<file path="config.mk">
export PLATFORM = sky130hd
export DESIGN_NAME = app_start_initiator
export DESIGN_NICKNAME = d
export VERILOG_FILES = /design/src/rtl/app_start_initiator.sv
export SDC_FILE = /design/constraint.sdc
export NUM_CORES = 1
export LEC_CHECK = 0
export CORE_UTILIZATION = 43
export CTS_BUF_LIST = sky130_fd_sc_hd__clkbuf_4 sky130_fd_sc_hd__clkbuf_8
export DETAILED_ROUTE_END_ITERATION = 7
export PLACE_DENSITY_LB_ADDON = 0.1
export SLEW_MARGIN = 20
export SYNTH_ARGS = -nofsm -noshare
export SYNTH_HDL_FRONTEND = slang
export SYNTH_SLANG_ARGS = --single-unit
</file>
<file path="constraint.sdc">
create_clock -name clk -period 2.5 [get_ports clk]
set_input_delay 0.5 -clock clk [delete_from_list [all_inputs] [get_ports clk]]
set_output_delay 0.5 -clock clk [all_outputs]
set_load 0.02 [all_outputs]
</file>
<file path="src/rtl/app_start_initiator.sv">
// app_start_initiator
//   Issues bursts of start requests to an application. A host command gives
//   the number of jobs. The block raises start_valid once per job. It then
//   waits for the application's app_done pulse before it issues the next start.
//   Optional build macro: APP_START_TIMEOUT_EN adds a watchdog on WAIT_DONE.
//   The watchdog raises err after TIMEOUT_CYCLES cycles without app_done.
module app_start_initiator #(
  parameter int CNT_W          = 8,
  parameter int TIMEOUT_CYCLES = 1024
) (
  input  logic             clk,
  input  logic             rst_n,
  input  logic             cmd_valid,
  input  logic [CNT_W-1:0] cmd_count,
  output logic             cmd_ready,
  output logic             start_valid,
  input  logic             start_ready,
  input  logic             app_done,
  output logic [CNT_W-1:0] done_cnt,
  output logic             busy,
  output logic             burst_done,
  output logic             err,
  input  logic             err_clr
);

  typedef enum logic [1:0] {
    IDLE      = 2'd0,
    ISSUE     = 2'd1,
    WAIT_DONE = 2'd2,
    ERROR     = 2'd3
  } state_t;

  state_t           state_reg, state_next;
  logic [CNT_W-1:0] count_reg, count_next;
  logic [CNT_W-1:0] done_cnt_reg, done_cnt_next;
  logic             start_valid_reg, start_valid_next;
  logic             burst_done_reg, burst_done_next;
  logic             err_reg, err_next;
  logic             timeout_hit;

`ifdef APP_START_TIMEOUT_EN
  // Counter width holds 0..TIMEOUT_CYCLES without overflow.
  localparam int TMR_W = $clog2(TIMEOUT_CYCLES + 1);
  localparam logic [TMR_W-1:0] TMR_LAST = TMR_W'(TIMEOUT_CYCLES - 1);

  logic [TMR_W-1:0] timer_reg, timer_next;

  // The last WAIT_DONE cycle of the allowed window ends without app_done.
  assign timeout_hit = (timer_reg == TMR_LAST);

  // The count restarts at zero on every WAIT_DONE entry.
  // It grows while the FSM stays in WAIT_DONE.
  always_comb begin
    timer_next = '0;
    if (state_reg == WAIT_DONE && state_next == WAIT_DONE)
      timer_next = timer_reg + TMR_W'(1);
  end

  // Watchdog counter register.
  always_ff @(posedge clk) begin
    if (!rst_n) timer_reg <= '0;
    else        timer_reg <= timer_next;
  end
`else
  // No watchdog: WAIT_DONE waits for app_done indefinitely.
  assign timeout_hit = 1'b0;

  // TIMEOUT_CYCLES has no effect in this build.
  // This empty block only marks the parameter as used.
  if (TIMEOUT_CYCLES > 0) begin : g_no_timeout
  end
`endif

  // In this design err is only set together with a move to ERROR.
  assign cmd_ready   = (state_reg == IDLE) && !err_reg;
  assign start_valid = start_valid_reg;
  assign busy        = (state_reg != IDLE);
  assign burst_done  = burst_done_reg;
  assign err         = err_reg;
  assign done_cnt    = done_cnt_reg;

  // Next-state and next-output decode.
  always_comb begin
    state_next      = state_reg;
    count_next      = count_reg;
    done_cnt_next   = done_cnt_reg;
    err_next        = err_reg;
    burst_done_next = 1'b0;

    case (state_reg)
      IDLE: begin
        if (app_done) begin
          // No job is outstanding, so a completion here is a protocol error.
          err_next   = 1'b1;
          state_next = ERROR;
        end else if (cmd_valid && cmd_ready) begin
          done_cnt_next = '0;
          if (cmd_count == '0) begin
            burst_done_next = 1'b1;
          end else begin
            count_next = cmd_count;
            state_next = ISSUE;
          end
        end
      end

      ISSUE: begin
        // This branch also covers app_done that arrives with the handshake.
        // No job is outstanding at that point.
        if (app_done) begin
          err_next   = 1'b1;
          state_next = ERROR;
        end else if (start_valid_reg && start_ready) begin
          state_next = WAIT_DONE;
        end
      end

      WAIT_DONE: begin
        if (app_done) begin
          done_cnt_next = done_cnt_reg + CNT_W'(1);
          // count_reg >= 1, so the counter stops at the latched count.
          // It never wraps, even at the maximum count.
          if (done_cnt_next == count_reg) begin
            burst_done_next = 1'b1;
            state_next      = IDLE;
          end else begin
            state_next = ISSUE;
          end
        end else if (timeout_hit) begin
          err_next   = 1'b1;
          state_next = ERROR;
        end
      end

      ERROR: begin
        if (err_clr) begin
          err_next   = 1'b0;
          state_next = IDLE;
        end
      end

      default: state_next = IDLE;
    endcase

    // start_valid is registered. It is high in every ISSUE cycle.
    // So it appears one cycle after an accepted command or app_done.
    // It stays up until the handshake moves the FSM out of ISSUE.
    start_valid_next = (state_next == ISSUE);
  end

  // State and output registers with synchronous active-low reset.
  always_ff @(posedge clk) begin
    if (!rst_n) begin
      state_reg       <= IDLE;
      count_reg       <= '0;
      done_cnt_reg    <= '0;
      start_valid_reg <= 1'b0;
      burst_done_reg  <= 1'b0;
      err_reg         <= 1'b0;
    end else begin
      state_reg       <= state_next;
      count_reg       <= count_next;
      done_cnt_reg    <= done_cnt_next;
      start_valid_reg <= start_valid_next;
      burst_done_reg  <= burst_done_next;
      err_reg         <= err_next;
    end
  end

endmodule

</file>
### Word-level counts from Yosys, hierarchy flattened

Cells that the tools add are included.

* register bits: 21
* input port bits: 14
* output and inout bits: 13
* word-level logic and storage cells: 54

* add/sub/neg operators: 1
* equality and inequality tests: 10
* muxes and demuxes: 22
* bitwise gates (word level): 3
* reductions and logical operators: 12

Operator list (number)
* 2-to-1 mux 8 bit: 3
* one-hot mux 8 bit (2 select lines): 1
* 2-to-1 mux 2 bit: 7
* adder 8 x 1 -> 8 bit, second input constant: 1
* equality test 8 bit: 1
* zero test 8 bit: 1
* 2-to-1 mux 1 bit: 8
* one-hot mux 2 bit (4 select lines): 1
* AND reduction 4 bit: 2
* inequality test 2 bit, second input constant: 3
* equality test 2 x 1 -> 1 bit, second input constant: 2
* equality test 2 bit, second input constant: 2
* inequality test 2 x 1 -> 1 bit, second input constant: 2
* one-hot mux 1 bit (2 select lines): 2
* nonzero test 2 bit: 2
* logical AND 1 bit: 3
* inverter 1 bit: 3
* AND reduction 3 bit: 1
* zero test 2 bit: 1
* OR reduction 2 bit: 1
* zero test 1 bit: 1

### Depth between registers and ports, before layout

* word-level depth: 7
* depth in mapped cells: 7
* mapped depth without buffers: 6

### Worst setup path after synthesis

OpenSTA, ideal clock, no wires.

* path kind: register to register
* start point: register done_cnt_reg[1] (netlist: done_cnt[1])
* end point: register burst_done_reg (netlist: burst_done)
* setup time: 80 ps
* arrival time: 1873 ps
* required time: 2420 ps
* path slack: 547 ps
* cell stages (with the launch flop): 8
* path buffers: 1
* clock period less this slack: 1953 ps
* cell sequence: dfxtp_1 -> ha_1 -> buf_4 -> nand3_1 -> nor4b_2 -> a22oi_1 -> a2111o_1 -> a211oi_2

* word-level cells in the longest chain between the ends: 5

RTL lines
* from (decl): line 35 `logic [CNT_W-1:0] done_cnt_reg, done_cnt_next;`
* from (signal assigned): line 163 `done_cnt_reg <= done_cnt_next;`
* adder 8 x 1 -> 8 bit: line 120 `done_cnt_next = done_cnt_reg + CNT_W'(1);`
* equality test 8 bit: line 123 `if (done_cnt_next == count_reg) begin`
* 2-to-1 mux 1 bit: line 123
* 2-to-1 mux 1 bit: line 119 `if (app_done) begin`
* one-hot mux 1 bit (2 select lines): line 90 `case (state_reg)`
* to (signal assigned): line 165 `burst_done_reg <= burst_done_next;`
* to (decl): line 37 `logic burst_done_reg, burst_done_next;`

No other way between the ends.
A chain may end at the register's enable or synchronous reset.

### Worst setup path in the final report

* start point: register state_reg[1]
* end point: output cmd_ready

* word-level cells in the longest chain between the ends: 2

RTL lines
* from (decl): line 33 `state_t state_reg, state_next;`
* from (signal assigned): line 161 `state_reg <= state_next;`
* zero test 2 bit: line 75 `assign cmd_ready = (state_reg == IDLE) && !err_reg;`
* logical AND 1 bit: line 75
* to (decl): line 15 `output logic cmd_ready,`

No other way between the ends.

==> results_dict.tcl <==
set metrics [dict create \
    worstSetupStartpointType "flip-flop" \
    die_area_um2 3180 \
    rsz0062_at_grt "false" \
    totalWireLength_um 2810 \
    ios 27 \
    hold_path_class "flip-flop to flip-flop" \
    yosys_register_bits 21 \
    path_class "flip-flop to primary output" \
    grt.total_usage 0.182 \
    nets 195 \
    synth.distinct_cells 47 \
    timing.fmax_ghz 0.436 \
    drtPass1Iterations 4 \
    ys_async_sr_fraction 0 \
    crit_start "state_reg[1]" \
    critPathRequiredTime_ps 2000 \
    drv_cap 0 \
    status "complete, no violations" \
    drtIter0Drc 50 \
    synth.avg_cell_area_um2 8.26 \
    ant_nets 0 \
    via_per_inst 5.70 \
    grt_pass1_wl_um 4620 \
    ys_seq_area_frac 0.330 \
    drc 0 \
    die_h_um 56.4 \
    drive_above_1_share 0.0950 \
    skew_ps 5.23 \
    clkTransAtPathRegs_ps 130 \
    synth_edf_count 0 \
    start_util 0.457 \
    grt_pass1_vias 976 \
    dieWidth_um 56.4 \
    r2r_start "done_cnt[0]" \
    antennaDiodeCount 0 \
    row_count 19 \
    post_cts_buffers 0 \
    clock-sinks 21 \
    area_growth_pct 22.2 \
    gp_congestion 0.816 \
    insertion_delay_ps 300 \
    syn_nets 169 \
    crit_arrival_ps 1790 \
    cts_inserted_buffers 3 \
    core-area_um2 2780 \
    slew_violations 0 \
    antenna_found_initial 0 \
    min_period_over_period 0.918 \
    finalPower_mw 0.671 \
    yosysWarnings 0 \
    ys.flop_type "dfxtp_1" \
    ir_worst_vdd_v 0.000292 \
    wl_per_cell_um 13.4 \
    synthCells 154 \
    grt-ovfl-total 0 \
    min_from "err" \
    cts_tree "built" \
    ctsRootBufferMaster "clkbuf_4" \
    crit_fanout 12 \
    setup.worst_path.end_class "primary output" \
    synthesis.area_um2 1270 \
    max-slew-margin-rel 0.634 \
    cts_htree_levels 1 \
    hold_violations 0 \
    tns_ps 0 \
    clockBufferDepth 2 \
    cts_hold_buf 0 \
    grt_max_degree 20 \
    hpwl_um 2160 \
    layout_min_cycle_time_ps 2290 \
    powerDensity_nw_per_um2 432 \
    num_vias 1197 \
    p_leak_nw 0.533 \
    port_buffers 26 \
    finalSetupViolCount 0 \
    post_cts_resized 0 \
    tightest_slew_ps 545 \
]
-- cells by family (layout without fill, tap and decap cells) --
family                   after synthesis  in the layout  share of synthesized area
AND/OR/NAND/NOR                       65             65                      0.280
adder cells (fa/ha/maj)                1              1                    0.00983
multiplexers                           9              9                     0.0718
buffers and inverters                 13             38                     0.0698
flip-flops                            21             21                      0.330
XOR/XNOR                               9              9                     0.0620
AO/OA/AOI/OAI                         36             36                      0.176
-- layout make-up --
class	count	area, µm²
inverters	4	15.0
fillers	268	1230
flip-flops and latches	21	420
clock inverters	1	5.00
clock buffers	3	22.5
repair buffers	30	290
multi-input cells	120	763
well taps	31	38.8
-- critical path: stages (launching register included) --
cell	delay, ps
dfxtp_1	440
or2_2	360
nor2_1	90
clkdlybuf4s50_1	600
-- path summary, 6_finish.rpt --
kind,endpoint,slack [ps],cells after the start
setup reg to reg,burst_done,520,6
setup / recovery,cmd_ready,210,3
hold / removal,err,550,2
hold reg to reg,err,550,2
-- cells in the final DEF (no fill, tap or decap), drive strengths merged, types with 2 or more instances in the layout --
master / n
a211oi: 3
a21oi: 12
a22oi: 2
and2: 5
and3: 2
and4: 2
buf: 4
clkbuf: 3
clkdlybuf4s50: 26
clkinv: 2
dfxtp: 21
inv: 3
mux2i: 8
nand2: 8
nand3: 6
nand4: 2
nand4b: 3
nor2: 23
nor3: 2
o21ai: 13
or3: 2
or4: 3
xnor2: 7
xor2: 2
-- power by group --
part / internal [mW] / switching (mW) / total [mW]
sequential: 0.348 / 0.0192 / 0.367
combinational: 0.0701 / 0.0662 / 0.136
clock: 0.0596 / 0.109 / 0.168
total: 0.477 / 0.194 / 0.671
-- Yosys cell counts (3+ instances only) --
cell type,number,area [µm²]
xnor2_1,7,61.3
a21oi_1,12,60.1
dfxtp_1,21,420
nand3_1,6,30.0
nor2_1,23,86.3
mux2i_1,8,80.1
or4_1,3,22.5
inv_1,3,11.3
o21ai_1,3,15.0
nand2_1,8,30.0
nand4b_1,3,26.3
o21ai_0,10,50.1
buf_6,4,45.0
and2_1,3,18.8
-- through the flow --
stage | instance area (µm²) | setup WS (ps) | std cells | hold slack, ps | util
2_1_floorplan | 1270 | 547 | 154 | 481 | -
3_3_place_gp | 1530 | 285 | 206 | 506 | 0.549
3_5_place_dp | 1530 | 213 | 206 | 509 | 0.549
4_1_cts | 1560 | 199 | 210 | 545 | 0.559
5_1_grt | 1560 | 143 | 210 | 556 | 0.559
6_report | 1560 | 206 | 210 | 546 | 0.559
-- per-layer routing --
| metal | up-vias | track usage | routed length (µm) |
|---|---|---|---|
| met4 | 0 | 0.0523 | 17 |
| met3 | 2 | 0.0276 | 143 |
| met1 | 558 | 0.251 | 1320 |
| li1 | 602 | - | - |
| met2 | 35 | 0.296 | 1330 |
| met5 | - | 0 | 0 |
(Power assumes the default switching activity.)
